`src/rtl/lc3b_types.sv`:
```
// Shared LC-3b memory-interface types: machine word and 128-bit cache line.
package lc3b_types;
    typedef logic [15:0]  lc3b_word;
    typedef logic [127:0] lc3b_c_line;
    localparam int PMEM_OFFSET_W = 4;
endpackage

```
`src/rtl/pmem_line_array.sv`:
```
// Line storage: one write port, registered read that clears to zero when idle.
module pmem_line_array
    import lc3b_types::*;
#(
    parameter int IDX_W = 5
) (
    input  logic             clk,
    input  logic             i_we,
    input  logic             i_re,
    input  logic [IDX_W-1:0] i_idx,
    input  lc3b_c_line       i_wdata,
    output lc3b_c_line       o_rdata
);
    lc3b_c_line r_mem [2**IDX_W];
    lc3b_c_line r_rdata;

    // The read register doubles as the zero-when-not-responding output stage.
    always_ff @(posedge clk) begin
        if (i_we) r_mem[i_idx] <= i_wdata;
        r_rdata <= i_re ? r_mem[i_idx] : '0;
    end

    assign o_rdata = r_rdata;
endmodule

```
`src/rtl/pmem_responder.sv`:
```
// Backing store answering the cache's pmem_read/pmem_write line handshake
// after a fixed programmable latency.
module pmem_responder
    import lc3b_types::*;
#(
    parameter int IDX_W   = 5,
    parameter int LATENCY = 4
) (
    input  logic       clk,
    input  logic       reset,
    input  lc3b_word   pmem_address,
    input  logic       pmem_read,
    input  logic       pmem_write,
    input  lc3b_c_line pmem_wdata,
    output lc3b_c_line pmem_rdata,
    output logic       pmem_resp,
    output logic       pmem_error
);
    typedef enum logic [1:0] {S_IDLE, S_BUSY, S_RESPOND, S_RECOVER} state_t;

    state_t           r_state, w_next;
    logic [3:0]       r_cnt;
    logic [IDX_W-1:0] r_idx;
    logic             r_wr;
    lc3b_c_line       r_wdata;
    logic             r_resp, r_error;
    logic             w_req, w_accept, w_done, w_abort, w_we, w_re;
    logic             w_unused_addr;

    assign w_req = pmem_read | pmem_write;
    // Offset bits and aliasing upper bits play no part in line selection.
    assign w_unused_addr = ^pmem_address[PMEM_OFFSET_W-1:0]
                         ^ ^pmem_address[15:PMEM_OFFSET_W+IDX_W];

    always_comb begin
        w_next   = r_state;
        w_accept = 1'b0;
        w_done   = 1'b0;
        w_abort  = 1'b0;
        case (r_state)
            S_IDLE: if (w_req) begin
                w_next   = S_BUSY;
                w_accept = 1'b1;
            end
            S_BUSY: if (!w_req) begin
                w_next  = S_IDLE;
                w_abort = 1'b1;
            end else if (r_cnt == 4'(LATENCY)) begin
                w_next = S_RESPOND;
                w_done = 1'b1;
            end
            S_RESPOND: w_next = S_RECOVER;
            S_RECOVER: if (!w_req) w_next = S_IDLE;
            default:   w_next = S_IDLE;
        endcase
    end

    // Commit or fetch on the edge entering RESPOND; a reset edge cancels both.
    assign w_we = w_done &  r_wr & ~reset;
    assign w_re = w_done & ~r_wr & ~reset;

    always_ff @(posedge clk) begin
        if (reset) begin
            r_state <= S_IDLE;
            r_cnt   <= '0;
            r_resp  <= 1'b0;
            r_error <= 1'b0;
        end else begin
            r_state <= w_next;
            r_resp  <= w_done;
            r_error <= (w_accept & pmem_read & pmem_write) | w_abort;
            if (w_accept) r_cnt <= 4'd1;
            else if (r_state == S_BUSY) r_cnt <= r_cnt + 4'd1;
        end
    end

    always_ff @(posedge clk) begin
        if (w_accept) begin
            r_idx   <= pmem_address[PMEM_OFFSET_W +: IDX_W];
            r_wr    <= pmem_write;
            r_wdata <= pmem_wdata;
        end
    end

    pmem_line_array #(.IDX_W(IDX_W)) u_array (
        .clk     (clk),
        .i_we    (w_we),
        .i_re    (w_re),
        .i_idx   (r_idx),
        .i_wdata (r_wdata),
        .o_rdata (pmem_rdata)
    );

    assign pmem_resp  = r_resp;
    assign pmem_error = r_error;
endmodule

```
`config.mk`:
```
export PLATFORM = sky130hd
export DESIGN_NAME = pmem_responder
export DESIGN_NICKNAME = d
export VERILOG_FILES = /design/src/rtl/lc3b_types.sv /design/src/rtl/pmem_line_array.sv /design/src/rtl/pmem_responder.sv
export SDC_FILE = /design/constraint.sdc
export NUM_CORES = 2
export LEC_CHECK = 0
export BUFFER_PORTS_ARGS = -buffer_cell sky130_fd_sc_hd__buf_2
export CORE_ASPECT_RATIO = 1.75
export CORE_UTILIZATION = 50
export DETAILED_ROUTE_END_ITERATION = 12
export GPL_TIMING_DRIVEN = 0
export PLACE_DENSITY_LB_ADDON = 0.12
export SYNTH_ARGS = -nofsm -noshare
export SYNTH_HDL_FRONTEND = slang
export SYNTH_SLANG_ARGS = --single-unit
```
`constraint.sdc`:
```
create_clock -name clk -period 28.4 [get_ports clk]
set_input_delay 8.52 -clock clk [delete_from_list [all_inputs] [get_ports clk]]
set_output_delay 8.52 -clock clk [all_outputs]
set_load 0.03 [all_outputs]
```
==> reports/summary.txt <==
status: complete, but fails checks
violated checks: max-capacitance violations
die area: 326000 um2
routed via count divided by cell count: 6.03
startpoint of the tightest hold check path: r_cnt[0]$_SDFFE_PP0P_
post-cts repair resize count: 0
Final Instance Area: 186000 um2
fin nets: 9461
register area: 130000 um2
maximum cell stage delay along the critical path: 1240 ps
WHS Path Cells: 1
number of failing hold endpoints at the final stage: 0
First DRT Iteration DRCs: 8262
share of post-route cells with drive strength above 1: 14.7%
multi-input combinational cell area: 30000 um2
drc violations: 0
Avg WL per Cell: 32.8 um
total via count in the routed design: 84169
Syn Area/Cell: 19.3 um2
worst-case clock buffer depth: 4
Worst Path Class, Setup: in -> reg
worst slew margin relative to its limit: 1.56%
worst voltage drop across the vdd grid: 0.0524 mV
CTS root buf: clkbuf_16
FFs w/ async S/R, synth: 0%
clock latency on the worst-skew pair: 950 ps
post-placement cell area: 173000 um2
Required @ worst endpoint: 29040 ps
number of iterations in the first detailed-routing pass: 5
H-Tree Level Count: 5
Fillers: 24177
cts-stage hold buffer count: 0
CTS sink count: 4366
height of the die: 755 um
pin count of the biggest net entering global routing: 33
Overall Global Routing Usage: 27.5%
Warnings, synthesis: 0
synthesis-stage register bit count: 4366
Cell Area, Synth: 162000 um2
area delta synth->final: 14.8%
LEAKAGE: 64.1 nW
wire length of the first global-routing pass: 632 mm
maximum fanout along the worst path: 11
library cell appearing most often on the critical path: buf_6
commonest cells after routing, fill and taps aside: edfxtp_1 (4230), mux2i_1 (2048), o22ai_1 (1024)
Post CTS Setup Buffer Count: 0
top cell type's share of synthesized area: 78.5%
setup violation total in the final timing report: 0
num ports: 278
Port Buffer Count: 265
final cell count without fillers: 13963
grt ovf: 0
total routed wirelength: 458 mm
count of unique library cells instantiated by Yosys: 39
overall power of the completed layout: 0.0129 W
min Tclk post-route: 11950 ps
nature of the critical path endpoint: register
number of rows created at floorplan: 276
total negative slack: 0 ps
Slowest-stage cell, CP: nor3_2
actual transition at the worst max-transition pin: 1480 ps
clock tree from TritonCTS: built
share of the cycle needed by the critical path after routing: 42.1%
leading area contributor after synthesis: edfxtp_1
beginning of the critical path: reset
nets in the synthesized netlist: 8545
worst-case reg-to-reg path depth: 12
number of buffers added by the clock tree synthesis step: 389
initial core utilization: 50.2%
startpoint type of the worst setup path: primary input
most common cell after layout, fill and taps aside: edfxtp_1
number of flops mapped to enable cells by yosys: 4230
Worst EP arrival: 12590 ps
register area share after synthesis: 80.2%
total count of max-transition violations in the final report: 0
Routability Congestion: 0.820
number of antenna violations at the first check in global routing: 29
floorplan core area: 323000 um2
detailed-placement wirelength estimate: 309 mm
clock skew after layout: 43.4 ps
maximum clock rate: 83.7 MHz
top cells by area in the synthesized netlist: edfxtp_1 (79%), mux2i_1 (13%), o22ai_1 (4.0%)
residual antenna-violating net count after detailed routing: 0
Worst-path clk slew: 70 ps
number of maximum-capacitance constraint violations: 1
Worst Hold Class: reg -> reg
horizontal die dimension: 432 um
RSZ-0062 raised after global routing: no
number of global-route vias before repair: 84685
prevailing post-synth register cell: edfxtp_1
start of the worst register-to-register path: r_idx[1]$_DFFE_PP_
worst-path cell chain: clkbuf_1 > o21ba_2 > and4_1 > nand3b_1 > nor3_2 > buf_8 > buf_6 > buf_4 > buf_8 > buf_6 > buf_6
Cell Count Post-Placement: 13229
Post-Synthesis Cells: 8395
ratio of total power to cell area: 69.5 nW/um2
[synth_stat cells, drive strengths merged, types with 4 or more instances]
cell     number
a21oi       129
buf         331
clkbuf      146
dfxtp       136
edfxtp     4230
mux2i      2048
nand3b        4
nand4b        4
nand4bb       6
nor2         36
nor3          8
nor4        256
o22ai      1024
or4b          4
[sequential cells by signal, summed over array words and instances (netlist names), named ones only]
signal / cells
u_array.o_rdata: 128
r_cnt: 4
pmem_resp: 1
u_array.r_mem: 4096
r_idx: 5
r_state: 1
pmem_error: 1
r_wdata: 128
r_wr: 1
[path summary, 6_finish.rpt]
check | end | slack [ps]
hold reg to reg | r_cnt[0]$_SDFFE_PP0P_ | 540
setup / recovery | u_array.r_mem[26][56]$_DFFE_PP_ | 16450
setup reg to reg | u_array.r_mem[26][56]$_DFFE_PP_ | 22540
hold / removal | r_cnt[0]$_SDFFE_PP0P_ | 540
[final cells by class]
class	instances	share of cell area, %
antenna	32	0.0431
buffer	477	1.24
clock buffer	484	5.60
clock inverter	218	1.02
inverter	3	0.00606
multi-input combinational	3549	16.2
sequential	4366	69.8
tap	4309	2.90
timing repair buffer	525	3.19
[metrics by stage]
| step | hold WS [ps] | util (%) | setup slack, ps |
|---|---|---|---|
| 2_1_floorplan | 464 | - | 9210 |
| 3_3_place_gp | 479 | 52.2 | -3680 |
| 3_5_place_dp | 511 | 53.8 | 15620 |
| 4_1_cts | 526 | 57.6 | 16600 |
| 5_1_grt | 536 | 57.6 | 16500 |
| 6_report | 538 | 57.6 | 16450 |
[power breakdown]
part,switching [W],leakage (nW),internal [W]
combinational,0.000329,18.8,0.000175
clock,0.00233,6.03,0.00286
sequential,0.000112,39.2,0.00710
total,0.00277,64.1,0.0101
[critical path, delay by kind of cell]
family,cells,cell delay (ps)
AO/OA/AOI/OAI,1,300
buffers and inverters,7,1430
AND/OR/NAND/NOR,3,2300
[per-layer routing]
layer / part of all wire [%] / global-route usage, % / wire, um
met1: 36 / 31.8 / 163000
met2: 53 / 50.0 / 244000
met3: 5.5 / 3.21 / 25400
met4: 5.5 / 14.3 / 25400
met5: 0.0050 / 0 / 23
[cells by family (layout without fill, tap and decap cells)]
group,Yosys count,in the layout,share of synthesized area (%)
AOI/OAI and AO/OA,1161,1161,4.40
adders and majority gates,2,2,0.0155
muxes,2050,2050,12.7
buffers and inverters,480,1707,1.43
DFF,4366,4366,80.2
and+or+nand+nor,336,336,1.29
other,0,32,0
(Power assumes the default switching activity.)
